<file path="src/rtl/cnn_pkg.sv">
// Derived-size helpers shared by the CNN datapath blocks, so that the window
// buffer, MAC and pooling stages all elaborate identical constants.
package cnn_pkg;

  function automatic int fifo_size(input int ifm_size, input int kernal_size);
    return (kernal_size - 1) * ifm_size + kernal_size;
  endfunction

  function automatic int ifm_size_next(input int ifm_size, input int kernal_size,
                                       input int stride);
    return (ifm_size - kernal_size) / stride + 1;
  endfunction

  function automatic int cnt_bits(input int ifm_size);
    return (ifm_size > 1) ? $clog2(ifm_size) : 1;
  endfunction

endpackage

</file>
<file path="src/rtl/window_position_tracker.sv">
// Raster position, stride phase and output-map counters for the window buffer;
// flags each accepted pixel that completes a legal strided window.
module window_position_tracker
  import cnn_pkg::*;
#(
  parameter int IFM_SIZE      = 14,
  parameter int KERNAL_SIZE   = 5,
  parameter int STRIDE        = 1,
  parameter int IFM_SIZE_NEXT = ifm_size_next(IFM_SIZE, KERNAL_SIZE, STRIDE),
  parameter int CNT_BITS      = cnt_bits(IFM_SIZE)
) (
  input  logic                clk,
  input  logic                reset,
  input  logic                in_valid,
  input  logic                frame_restart,
  output logic                window_valid,
  output logic [CNT_BITS-1:0] out_row,
  output logic [CNT_BITS-1:0] out_col,
  output logic                frame_done
);

  localparam logic [CNT_BITS-1:0] POS_LAST   = CNT_BITS'(IFM_SIZE - 1);
  localparam logic [CNT_BITS-1:0] K_LAST     = CNT_BITS'(KERNAL_SIZE - 1);
  localparam logic [CNT_BITS-1:0] PHASE_LAST = CNT_BITS'(STRIDE - 1);
  localparam logic [CNT_BITS-1:0] OUT_LAST   = CNT_BITS'(IFM_SIZE_NEXT - 1);

  logic [CNT_BITS-1:0] in_row, in_col, row_phase, col_phase, row_idx, col_idx;
  logic [CNT_BITS-1:0] cur_row, cur_col, cur_row_phase, cur_col_phase, cur_row_idx, cur_col_idx;
  logic [CNT_BITS-1:0] nxt_row, nxt_col, nxt_row_phase, nxt_col_phase, nxt_row_idx, nxt_col_idx;
  logic row_ok, col_ok, row_end, frame_end;

  // A restart makes the pixel in the same cycle position (0,0).
  always_comb begin
    cur_row       = frame_restart ? '0 : in_row;
    cur_col       = frame_restart ? '0 : in_col;
    cur_row_phase = frame_restart ? '0 : row_phase;
    cur_col_phase = frame_restart ? '0 : col_phase;
    cur_row_idx   = frame_restart ? '0 : row_idx;
    cur_col_idx   = frame_restart ? '0 : col_idx;
    row_ok        = (cur_row >= K_LAST) && (cur_row_phase == '0);
    col_ok        = (cur_col >= K_LAST) && (cur_col_phase == '0);
    row_end       = (cur_col == POS_LAST);
    frame_end     = row_end && (cur_row == POS_LAST);
  end

  always_comb begin
    nxt_row       = cur_row;
    nxt_col       = cur_col;
    nxt_row_phase = cur_row_phase;
    nxt_col_phase = cur_col_phase;
    nxt_row_idx   = cur_row_idx;
    nxt_col_idx   = cur_col_idx;
    if (in_valid) begin
      if (row_end) begin
        nxt_col       = '0;
        nxt_col_phase = '0;
        nxt_col_idx   = '0;
        if (frame_end) begin
          nxt_row       = '0;
          nxt_row_phase = '0;
          nxt_row_idx   = '0;
        end else begin
          nxt_row = cur_row + 1'b1;
          if (cur_row >= K_LAST)
            nxt_row_phase = (cur_row_phase == PHASE_LAST) ? '0 : cur_row_phase + 1'b1;
          if (row_ok)
            nxt_row_idx = (cur_row_idx == OUT_LAST) ? '0 : cur_row_idx + 1'b1;
        end
      end else begin
        nxt_col = cur_col + 1'b1;
        if (cur_col >= K_LAST)
          nxt_col_phase = (cur_col_phase == PHASE_LAST) ? '0 : cur_col_phase + 1'b1;
        if (col_ok)
          nxt_col_idx = (cur_col_idx == OUT_LAST) ? '0 : cur_col_idx + 1'b1;
      end
    end
  end

  always_ff @(posedge clk) begin
    if (!reset) begin
      in_row       <= '0;
      in_col       <= '0;
      row_phase    <= '0;
      col_phase    <= '0;
      row_idx      <= '0;
      col_idx      <= '0;
      window_valid <= 1'b0;
      frame_done   <= 1'b0;
      out_row      <= '0;
      out_col      <= '0;
    end else begin
      in_row       <= nxt_row;
      in_col       <= nxt_col;
      row_phase    <= nxt_row_phase;
      col_phase    <= nxt_col_phase;
      row_idx      <= nxt_row_idx;
      col_idx      <= nxt_col_idx;
      window_valid <= in_valid && row_ok && col_ok;
      frame_done   <= in_valid && frame_end;
      if (in_valid && row_ok && col_ok) begin
        out_row <= cur_row_idx;
        out_col <= cur_col_idx;
      end
    end
  end

endmodule

</file>
<file path="src/rtl/sliding_window_buffer.sv">
// Line-buffer window generator: shifts raster pixels through (K-1) rows plus K
// pixels and exposes the KxK window flat, with legality/position from the tracker.
module sliding_window_buffer
  import cnn_pkg::*;
#(
  parameter int DATA_WIDTH    = 32,
  parameter int IFM_SIZE      = 14,
  parameter int KERNAL_SIZE   = 5,
  parameter int STRIDE        = 1,
  parameter int FIFO_SIZE     = fifo_size(IFM_SIZE, KERNAL_SIZE),
  parameter int IFM_SIZE_NEXT = ifm_size_next(IFM_SIZE, KERNAL_SIZE, STRIDE),
  parameter int CNT_BITS      = cnt_bits(IFM_SIZE)
) (
  input  logic                                          clk,
  input  logic                                          reset,
  input  logic                                          in_valid,
  input  logic [DATA_WIDTH-1:0]                         in_data,
  input  logic                                          frame_restart,
  output logic [KERNAL_SIZE*KERNAL_SIZE*DATA_WIDTH-1:0] window_data,
  output logic                                          window_valid,
  output logic [CNT_BITS-1:0]                           out_row,
  output logic [CNT_BITS-1:0]                           out_col,
  output logic                                          frame_done
);

  logic [DATA_WIDTH-1:0] fifo [FIFO_SIZE];

  always_ff @(posedge clk) begin
    if (!reset) begin
      for (int n = 0; n < FIFO_SIZE; n++) fifo[n] <= '0;
    end else if (in_valid) begin
      fifo[0] <= in_data;
      for (int n = 1; n < FIFO_SIZE; n++) fifo[n] <= fifo[n-1];
    end
  end

  // Element (i,j) sits (K-1-i) rows and (K-1-j) pixels behind the newest pixel.
  for (genvar i = 0; i < KERNAL_SIZE; i++) begin : g_row
    for (genvar j = 0; j < KERNAL_SIZE; j++) begin : g_col
      assign window_data[(i*KERNAL_SIZE+j)*DATA_WIDTH +: DATA_WIDTH] =
        fifo[(KERNAL_SIZE-1-i)*IFM_SIZE + (KERNAL_SIZE-1-j)];
    end
  end

  window_position_tracker #(
    .IFM_SIZE      (IFM_SIZE),
    .KERNAL_SIZE   (KERNAL_SIZE),
    .STRIDE        (STRIDE),
    .IFM_SIZE_NEXT (IFM_SIZE_NEXT),
    .CNT_BITS      (CNT_BITS)
  ) u_tracker (
    .clk           (clk),
    .reset         (reset),
    .in_valid      (in_valid),
    .frame_restart (frame_restart),
    .window_valid  (window_valid),
    .out_row       (out_row),
    .out_col       (out_col),
    .frame_done    (frame_done)
  );

endmodule

</file>
<file path="config.mk">
export PLATFORM = sky130hd
export DESIGN_NAME = sliding_window_buffer
export DESIGN_NICKNAME = d
export VERILOG_FILES = /design/src/rtl/cnn_pkg.sv /design/src/rtl/window_position_tracker.sv /design/src/rtl/sliding_window_buffer.sv
export SDC_FILE = /design/constraint.sdc
export NUM_CORES = 2
export LEC_CHECK = 0
export CAP_MARGIN = 20
export CORE_UTILIZATION = 40
export DETAILED_ROUTE_END_ITERATION = 8
export GPL_TIMING_DRIVEN = 1
export PLACE_DENSITY_LB_ADDON = 0.12
export SETUP_SLACK_MARGIN = 0.02
export SLEW_MARGIN = 10
export SYNTH_ARGS = -nofsm -noshare
export SYNTH_HDL_FRONTEND = slang
export SYNTH_HIERARCHICAL = 1
export SYNTH_SLANG_ARGS = --single-unit
</file>
<file path="constraint.sdc">
create_clock -name clk -period 56.1 [get_ports clk]
set_input_delay 5.61 -clock clk [delete_from_list [all_inputs] [get_ports clk]]
set_output_delay 5.61 -clock clk [all_outputs]
set_load 0.01 [all_outputs]
</file>
==> impl_metrics.csv <==
group,metric,value,unit
status,status,"complete, no violations",
power_and_ir_drop,power,3313,µW
synthesis,synth_edf_count,1952,
power_and_ir_drop,p_leak,0.03748,µW
clock_network,postCtsHoldBufs,0,
cells_and_area,final_util,45.74,%
cells_and_area,mostFrequentLayoutCell,"edfxtp_1",
cells_and_area,nNetsFinal,5240,
global_routing,grt_pass1_wl,249.1,mm
routing,vias_per_cell,4.747,
routing,dr.pass1.iters,5,
flow_run,drv_cap,0,
synthesis,ys.flop_type,"edfxtp_1",
synthesis,yosys_warnings,6,
clock_network,cts_tree,"yes",
sta,min_period,10.22,ns
power_and_ir_drop,p_int,2572,µW
critical_path,cp-start-kind,"primary input",
synthesis,synth.avg_cell_area,15.29,µm²
power_and_ir_drop,p_sw_share,22.37,%
synthesis,yosysSeqAreaShare,73.78,%
die,rows,164,
die,design.core.area,199700,µm²
clock_network,root_buffer,"clkbuf_16",
die,dieArea,202700,µm²
clock_network,cts_buffers,209,
power_and_ir_drop,peakVddDrop,0.03214,mV
sta,fin_tns_setup,0,ns
synthesis,ys_top_cells_by_area,"edfxtp_1, and3_1, buf_4, and2_1, clkbuf_2",
sta,max_freq,0.09787,GHz
cells_and_area,syn_to_final_growth,13.64,%
routing,post-route-drc-count,0,
sta,rsz0062_at_grt,"no",
critical_path,cp.arrival,10.67,ns
die,die_w,450.2,µm
worst_hold_path,hold_path_class,"register to register",
synthesis,synthCells,5255,
die,die_h,450.2,µm
power_and_ir_drop,p_seq_share,54.0,%
global_routing,grt_max_degree,318,
global_routing,grt_overflow,0,
routing,wire_per_inst,21.02,µm
cells_and_area,most-common-layout-cells,"edfxtp_1, and3_1, and2_1",
clock_network,clkSlewWorstSetupHoldPaths,0.06,ns
sta,setup-violations-final,0,
placed_design,dp_hpwl,102.9,mm
synthesis,synth-seq-cells,1986,
clock_network,cts_setup_buffers,0,
sta,drv_slew,0,
sta,finalHoldViolations,0,
sta,clock_skew,0.04798,ns
synthesis,synth_area_leader_cell,"edfxtp_1",
sta,slew-limit-headroom,10.74,%
synthesis,syn_nets,5296,
sta,tightest_slew,1.339,ns
routing,drt-total-wl,169.0,mm
sta,fin_crit_sh,18.21,%
synthesis,post_synth_num_cell_types,54,
critical_path,cp_max_fo,180,
critical_path,crit_type,"primary input to register",
synthesis,async_flop_share,0,%
power_and_ir_drop,power_frac_comb,6.3,%
critical_path,required,56.55,ns
clock_network,cts-htree-levels,4,
global_routing,grt_pass1_vias,38580,
power_and_ir_drop,p_per_area,36.27,nW/µm²
placed_design,port_buffers,845,
clock_network,max-clock-path-buffers,3,
routing,drt_iter0_markers,3392,
cells_and_area,drive_gt1_share,6.080,%
routing,ant_nets,0,
critical_path,crit_path_end_kind,"register",
synthesis,yosys.area.top_type_share,72.93,%
global_routing,track_usage,16.15,%
sta,whs,0.4571,ns
power_and_ir_drop,switching_power,740.9,µW
routing,vias,38150,
die,ios,846,
clock_network,clock_sinks,1986,
synthesis,syn_area,80370,µm²
clock_network,ctsResizeCount,0,
clock_network,insertion_delay,0.83,ns
die,initial_core_util,40.25,%
placed_design,place_congestion,0.8209,
global_routing,antenna_found_initial,6,
power_and_ir_drop,pwr-share-clk,39.8,%
## critical path, stage by stage
cell and delay (ns):
buf_8 0.56, nand2b_4 0.93, buf_12 0.64, buf_12 0.71
buf_4 0.88, buf_4 0.77
## synthesized netlist by cell type (all sizes together) (2+ instances only)
library cell and count:
nor3b 2, nand3 8, xor2 2, edfxtp 1952, dfxtp 34, nor4 3
mux2i 6, o21ai 14, nand4 4, and3 1091, inv 5, nand2b 8
buf 938, nand2 24, xnor2 6, or2 2, and2 867, or4 3
nor2 12, nor3 10, o22ai 2, a21oi 12, or3 3, ha 5
nor2b 12, clkbuf 210, o2bb2ai 2, nand4b 3
## power by group through the flow
stage	registers (µW)	clock network, µW	logic, µW
after floorplan	1950	0	155
after global placement	1820	0	211
after detailed placement	1820	0	211
after CTS	1790	1360	212
after global routing	1800	1410	223
final	1790	1320	208
## cell families after synthesis
| family | Yosys count | share of synthesized area [%] |
|---|---|---|
| AND/OR/NAND/NOR | 2055 | 15.91 |
| flip-flops | 1986 | 73.78 |
| buffers and inverters | 1153 | 9.736 |
| AO/OA/AOI/OAI | 42 | 0.3285 |
| XOR/XNOR | 8 | 0.08719 |
| multiplexers | 6 | 0.07473 |
| adder cells (fa/ha/maj) | 5 | 0.07784 |
## final timing paths
check	slack, ns	cells after the start	start	end
worst max-delay path	45.88	6	in_valid	fifo[0][1234]$_SDFFCE_PN0P_
worst min-delay path	0.46	2	u_tracker/out_col[0]$_SDFFE_PN0P_	u_tracker/out_col[0]$_SDFFE_PN0P_
worst max register to register	53.97	7	u_tracker/col_phase[1]$_SDFF_PN0_	u_tracker/out_col[2]$_SDFFE_PN0P_
worst min register to register	0.46	2	u_tracker/out_col[0]$_SDFFE_PN0P_	u_tracker/out_col[0]$_SDFFE_PN0P_
## final cells by class
cell class,instances,area [µm²]
diodes,2,5.005
flip-flops and latches,1986,59300
repair buffers,881,8916
clock inverters,129,1090
well taps,2656,3323
inverters,5,18.77
multi-input cells,2116,13250
fillers,17600,108300
clock buffers,261,5425
## sequential cells by signal (all words and copies together), names as in the netlist
name                    cells
fifo                     1952
u_tracker/col_idx           4
u_tracker/col_phase         4
u_tracker/in_col            4
u_tracker/in_row            4
u_tracker/out_col           4
u_tracker/out_row           4
u_tracker/row_idx           4
u_tracker/row_phase         4
u_tracker/frame_done        1
u_tracker/window_valid      1
## per-stage QoR
step | worst slack, ns | instances | instance area (µm²)
after global placement | 44.99 | 7642 | 84750
final | 45.88 | 8036 | 91330
after floorplan | 0.9282 | 5255 | 80370
after global routing | 45.48 | 8036 | 91330
after detailed placement | 45.00 | 7642 | 84750
after CTS | 45.93 | 8032 | 91270
## per-layer routing
metal	wire length [µm]	up-vias	GRT usage, %
met2	88400	825	28.47
met4	5717	0	6.107
met3	8927	280	4.159
met5	0	-	0
met1	65910	19080	18.74
li1	-	17970	-
Note: power is estimated with default switching activity, not from simulation.
